$ cat config.mk
export PLATFORM = sky130hd
export DESIGN_NAME = gfx256_fragment
export DESIGN_NICKNAME = d
export VERILOG_FILES = /design/src/rtl/gfx256_fragment.sv
export SDC_FILE = /design/constraint.sdc
export NUM_CORES = 1
export LEC_CHECK = 0
export ABC_AREA = 1
export CORE_UTILIZATION = 60
export CTS_CLUSTER_DIAMETER = 150
export DETAILED_ROUTE_END_ITERATION = 7
export GPL_ROUTABILITY_DRIVEN = 0
export PLACE_DENSITY = 0.85
export SYNTH_ARGS = -nofsm -noshare
export SYNTH_HDL_FRONTEND = slang
export SYNTH_SLANG_ARGS = --single-unit
$ cat constraint.sdc
create_clock -name clk_i -period 9.7 [get_ports clk_i]
set_clock_uncertainty 0.15 [all_clocks]
set_input_delay 1.455 -clock clk_i [delete_from_list [all_inputs] [get_ports clk_i]]
set_output_delay 1.455 -clock clk_i [all_outputs]
set_load 0.01 [all_outputs]
$ cat src/rtl/gfx256_fragment.sv
// Fragment stage: accepts one pixel from the clipper, optionally fetches and colour-keys
// a texel, then hands the pixel to the blender and acknowledges it upstream.
module gfx256_fragment #(
   parameter int point_width = 16
) (
   input  logic                   clk_i,
   input  logic                   rst_i,
   input  logic                   texture_enable_i,
   input  logic                   colorkey_enable_i,
   input  logic [31:0]            colorkey_i,
   input  logic [31:0]            tex0_base_i,
   input  logic [point_width-1:0] tex0_size_x_i,
   input  logic [point_width-1:0] tex0_size_y_i,
   input  logic [point_width-1:0] pixel_x_i,
   input  logic [point_width-1:0] pixel_y_i,
   input  logic [point_width-1:0] pixel_z_i,
   input  logic [point_width-1:0] u_i,
   input  logic [point_width-1:0] v_i,
   input  logic [7:0]             a_i,
   input  logic [31:0]            color_i,
   input  logic                   write_i,
   output logic                   ack_o,
   output logic                   tex_request_o,
   output logic [31:0]            tex_addr_o,
   input  logic                   tex_ack_i,
   input  logic [31:0]            tex_data_i,
   input  logic                   wbm_busy_i,
   output logic [point_width-1:0] pixel_x_o,
   output logic [point_width-1:0] pixel_y_o,
   output logic [point_width-1:0] pixel_z_o,
   output logic [7:0]             a_o,
   output logic [31:0]            color_o,
   output logic                   write_o,
   input  logic                   ack_i
);

   typedef enum logic [1:0] {
      IDLE     = 2'd0,
      TEX_ADDR = 2'd1,
      TEX_READ = 2'd2,
      WRITE    = 2'd3
   } state_e;

   state_e state_q, state_d;

   logic [point_width-1:0] pixel_x_q, pixel_x_d;
   logic [point_width-1:0] pixel_y_q, pixel_y_d;
   logic [point_width-1:0] pixel_z_q, pixel_z_d;
   logic [7:0]             a_q, a_d;
   logic [31:0]            color_q, color_d;
   logic                   write_q, write_d;
   logic                   ack_q, ack_d;
   logic                   tex_request_q, tex_request_d;
   logic [31:0]            tex_addr_q, tex_addr_d;
   logic [point_width-1:0] u_q, u_d;
   logic [point_width-1:0] v_q, v_d;
   logic [point_width-1:0] size_x_q, size_x_d;
   logic [31:0]            base_q, base_d;

   logic accept;
   logic tex_done;
   logic key_hit;

   // Clamp a texture coordinate to the last texel; an empty texture pins it to 0.
   function automatic logic [point_width-1:0] clamp_coord(
      input logic [point_width-1:0] coord,
      input logic [point_width-1:0] size
   );
      if (size == '0) begin
         return '0;
      end
      if (coord >= size) begin
         return size - point_width'(1);
      end
      return coord;
   endfunction

   // The cycle that carries ack_o is the upstream's release cycle, so write_i is ignored then.
   assign accept   = (state_q == IDLE) && write_i && !ack_q;
   assign tex_done = (state_q == TEX_READ) && tex_request_q && tex_ack_i;
   assign key_hit  = colorkey_enable_i && (tex_data_i == colorkey_i);

   always_ff @(posedge clk_i or negedge rst_i) begin
      if (!rst_i) begin
         state_q <= IDLE;
      end else begin
         // NOTE: registers take non-blocking assignments so every flop samples pre-edge values.
         state_q <= state_d;
      end
   end

   always_comb begin
      // NOTE: a default for every comb output first, so no path can infer a latch.
      state_d = state_q;
      unique case (state_q)
         IDLE:     if (accept) state_d = texture_enable_i ? TEX_ADDR : WRITE;
         TEX_ADDR: state_d = TEX_READ;
         TEX_READ: if (tex_done) state_d = key_hit ? IDLE : WRITE;
         WRITE:    if (ack_i) state_d = IDLE;
         default:  state_d = IDLE;
      endcase
   end

   always_comb begin
      pixel_x_d     = pixel_x_q;
      pixel_y_d     = pixel_y_q;
      pixel_z_d     = pixel_z_q;
      a_d           = a_q;
      color_d       = color_q;
      write_d       = write_q;
      ack_d         = 1'b0;
      tex_request_d = tex_request_q;
      tex_addr_d    = tex_addr_q;
      u_d           = u_q;
      v_d           = v_q;
      size_x_d      = size_x_q;
      base_d        = base_q;

      unique case (state_q)
         IDLE: begin
            if (accept) begin
               pixel_x_d = pixel_x_i;
               pixel_y_d = pixel_y_i;
               pixel_z_d = pixel_z_i;
               a_d       = a_i;
               if (texture_enable_i) begin
                  u_d      = clamp_coord(u_i, tex0_size_x_i);
                  v_d      = clamp_coord(v_i, tex0_size_y_i);
                  size_x_d = tex0_size_x_i;
                  base_d   = tex0_base_i;
               end else begin
                  color_d = color_i;
                  write_d = 1'b1;
               end
            end
         end
         TEX_ADDR: begin
            // Texels are 32 bits; the byte address wraps at 32 bits.
            tex_addr_d = base_q + ((32'(v_q) * 32'(size_x_q) + 32'(u_q)) << 2);
         end
         TEX_READ: begin
            if (tex_done) begin
               tex_request_d = 1'b0;
               if (key_hit) begin
                  ack_d = 1'b1;
               end else begin
                  color_d = tex_data_i;
                  write_d = 1'b1;
               end
            end else if (!tex_request_q && !wbm_busy_i) begin
               tex_request_d = 1'b1;
            end
         end
         WRITE: begin
            if (ack_i) begin
               write_d = 1'b0;
               ack_d   = 1'b1;
            end
         end
         default: ;
      endcase
   end

   always_ff @(posedge clk_i or negedge rst_i) begin
      if (!rst_i) begin
         pixel_x_q     <= '0;
         pixel_y_q     <= '0;
         pixel_z_q     <= '0;
         a_q           <= '0;
         color_q       <= '0;
         write_q       <= 1'b0;
         ack_q         <= 1'b0;
         tex_request_q <= 1'b0;
         tex_addr_q    <= '0;
         u_q           <= '0;
         v_q           <= '0;
         size_x_q      <= '0;
         base_q        <= '0;
      end else begin
         pixel_x_q     <= pixel_x_d;
         pixel_y_q     <= pixel_y_d;
         pixel_z_q     <= pixel_z_d;
         a_q           <= a_d;
         color_q       <= color_d;
         write_q       <= write_d;
         ack_q         <= ack_d;
         tex_request_q <= tex_request_d;
         tex_addr_q    <= tex_addr_d;
         u_q           <= u_d;
         v_q           <= v_d;
         size_x_q      <= size_x_d;
         base_q        <= base_d;
      end
   end

   assign pixel_x_o     = pixel_x_q;
   assign pixel_y_o     = pixel_y_q;
   assign pixel_z_o     = pixel_z_q;
   assign a_o           = a_q;
   assign color_o       = color_q;
   assign write_o       = write_q;
   assign ack_o         = ack_q;
   assign tex_request_o = tex_request_q;
   assign tex_addr_o    = tex_addr_q;

endmodule

==> flow_summary_export.csv <==
group,metric,value,unit
status,outcome,"finished clean",
critical_path,cp_num_buf_inv,6,
critical_path,critPathKind,"flip-flop to flip-flop",
logic_synthesis,yosysTopAreaCell,"dfrtp_1",
cells_and_area,final_util,74.94,%
die,io_pins,379,
clock_network,cts.clk_slew.worst_paths,60,ps
route,drc,0,
clock_network,cts.htree.levels,1,
global_routing,grt_pass1_wl,109.1,mm
die,die-area,37480,um2
die,num_rows,69,
sta,setup_viol,0,
sta,final.setup.tns,0,ps
route,wl_per_cell,17.44,um
logic_synthesis,synth_cell_types,44,
global_routing,grt_use_total,36.31,%
logic_synthesis,yosys.area.top_type_share,23.29,%
logic_synthesis,ys_ff_latch,205,
sta,hold_violations,0,
critical_path,worstPathArrival,7820,ps
clock_network,post_cts_resized,0,
global_routing,grt.met2_usage,62.52,%
sta,max_freq,132.7,MHz
job,cap_viol_max_count,0,
route,vias,21171,
critical_path,startpoint_type,"flip-flop",
place,dp_slack,2349,ps
route,drtIter0Drc,1506,
global_routing,grt_max_degree,95,
sta,tightest_slew,1173,ps
cells_and_area,drive_above_1_share,2.572,%
die,die_w,193.6,um
clock_network,root_buffer,"clkbuf_16",
sta,timing.final.ws_setup,2164,ps
critical_path,required,9990,ps
logic_synthesis,syn_area,22030,um2
global_routing,grt_pass1_vias,22018,
cells_and_area,multiInputGateArea,14030,um2
logic_synthesis,syn_inst,3077,
global_routing,grt_antenna_before_repair,11,
sta,rsz0062_at_grt,"false",
logic_synthesis,synth_fp_nets,3705,
clock_network,cts_hold_buf,0,
cells_and_area,syn2layout_area_growth,21.88,%
die,start_util,61.48,%
sta,finalMaxSlewViolations,0,
clock_network,cts_setup_buffers,0,
place,port-buffer-count,378,
logic_synthesis,synth-edff-count,0,
die,die_y,193.6,um
logic_synthesis,async_flop_share,100.0,%
cells_and_area,seq_area,5130,um2
logic_synthesis,yosysWarnings,0,
clock_network,cts_tree,"done",
critical_path,max_stage_delay,890,ps
die,core,35830,um2
clock_network,clk_path_buf_depth,3,
clock_network,cts_buffers,24,
place,hpwl,53.16,mm
cells_and_area,nFillCells,2650,
logic_synthesis,synth_top_flop_cell,"dfrtp_1",
logic_synthesis,syn-mean-instance-area,7.159,um2
clock_network,clk_latency,550,ps
cells_and_area,nNetsFinal,3996,
logic_synthesis,synthTopCellsByArea,"dfrtp_1 (23%), fa_1 (19%), nand2_1 (19%)",
global_routing,busiest_layer,"met2",
route,final_antenna_net_count,0,
critical_path,critPathTopFamily,"adder cells",
global_routing,met3_usage,7.914,%
hold_path,hold_path_class,"flip-flop to flip-flop",
critical_path,end_kind,"flip-flop",
critical_path,crit_slowest_cell,"dfrtp_1",
global_routing,use_met1,42.79,%
route,routed_via_density,5.493,
sta,period_needed,7536,ps
sta,relSlewSlack,21.58,%
critical_path,cp_max_fo,17,
logic_synthesis,ys_seq_area_share,23.29,%
global_routing,overflow,0,
clock_network,cts_sinks,205,
sta,timing.final.crit_share,77.70,%
route,drt_wl_total,67.20,mm
route,first_pass_iters,7,
==> registers in the layout, summed over array words and instances, names as in the netlist <==
signal,flops
base_q,32
color_o,32
tex_addr_o,32
pixel_x_o,16
pixel_y_o,16
pixel_z_o,16
size_x_q,16
u_q,16
v_q,16
a_o,8
state_q,2
ack_o,1
tex_request_o,1
write_o,1
==> area by class of cell <==
type	count	area share (%)
Sequential cell	205	19.11
Antenna cell	10	0.09321
Timing Repair Buffer	386	14.33
Clock buffer	32	2.498
Inverter	630	8.808
Clock inverter	9	0.7503
Multi-Input combinational cell	2121	52.26
Tap cell	461	2.148
==> placed cells by master, fill, tap and decap left out, drive strengths merged, types with 5 or more instances in the layout <==
| cell type | instances |
|---|---|
| or2 | 15 |
| fa | 210 |
| nand3 | 140 |
| a21oi | 83 |
| dfrtp | 205 |
| xnor2 | 28 |
| nor3 | 19 |
| buf | 8 |
| diode | 10 |
| o21bai | 7 |
| nand4 | 69 |
| o31ai | 5 |
| bufinv | 5 |
| nor2 | 123 |
| clkdlybuf4s50 | 377 |
| clkbuf | 33 |
| a31oi | 5 |
| ha | 162 |
| xor2 | 43 |
| o21ai | 93 |
| inv | 630 |
| nand3b | 7 |
| nor4 | 5 |
| nand2 | 1089 |
==> Yosys cell counts (all sizes together), types with 19 or more instances <==
library cell and instances:
fa 210, nand4 69, nor2 123, buf 30, inv 629, xnor2 28, ha 162, nor3 19
xor2 43, nand2 1089, nand3 140, o21ai 93, dfrtp 205, clkbuf 91, a21oi 83
==> worst min-delay path, stage by stage (launching register included) <==
cell     delay, ps
dfrtp_1        340
nand2_1         50
nand2_1         50
==> kinds of logic (layout without fill, tap and decap cells) <==
group / after synthesis / count (layout) / synth area share (%)
AOI/OAI and AO/OA: 208 / 208 / 5.174
xor gates and xnor gates: 71 / 71 / 2.823
adders and majority gates: 372 / 372 / 28.29
buffers and inverters: 751 / 1057 / 13.09
DFF: 205 / 205 / 23.29
other: 0 / 10 / 0
and+or+nand+nor: 1470 / 1470 / 27.34
==> per-stage QoR <==
step / hold slack (ps) / cell area [um2] / cells
final: 318.0 / 26850 / 3854
after global routing: 343.1 / 26850 / 3854
after CTS: 321.3 / 26820 / 3844
after detailed placement: 308.2 / 25950 / 3803
after global placement: 302.7 / 25950 / 3803
after floorplan: 298.3 / 22030 / 3077
==> routing by layer <==
metal  vias up  wire (um)
met5         -         13
met4         2       3717
met3       263       6210
met2      1128      31870
met1      9930      25390
li1       9848          -
==> path summary, 6_finish.rpt <==
path / startpoint / endpoint / slack, ps / cells after the start
setup reg to reg: v_q[7]$_DFFE_PN0P_ / tex_addr_o[24]$_DFFE_PN0P_ / 2160 / 30
max in group asynchronous: rst_i / base_q[31]$_DFFE_PN0P_ / 7280 / 2
min in group asynchronous: rst_i / v_q[1]$_DFFE_PN0P_ / 800 / 1
hold reg to reg: pixel_x_o[12]$_DFFE_PN0P_ / pixel_x_o[12]$_DFFE_PN0P_ / 320 / 2
hold / removal: pixel_x_o[12]$_DFFE_PN0P_ / pixel_x_o[12]$_DFFE_PN0P_ / 320 / 2
setup / recovery: v_q[7]$_DFFE_PN0P_ / tex_addr_o[24]$_DFFE_PN0P_ / 2160 / 30
Power is not shown: default switching activity piles up to over one toggle a cycle in this logic, so the estimate is an artifact.
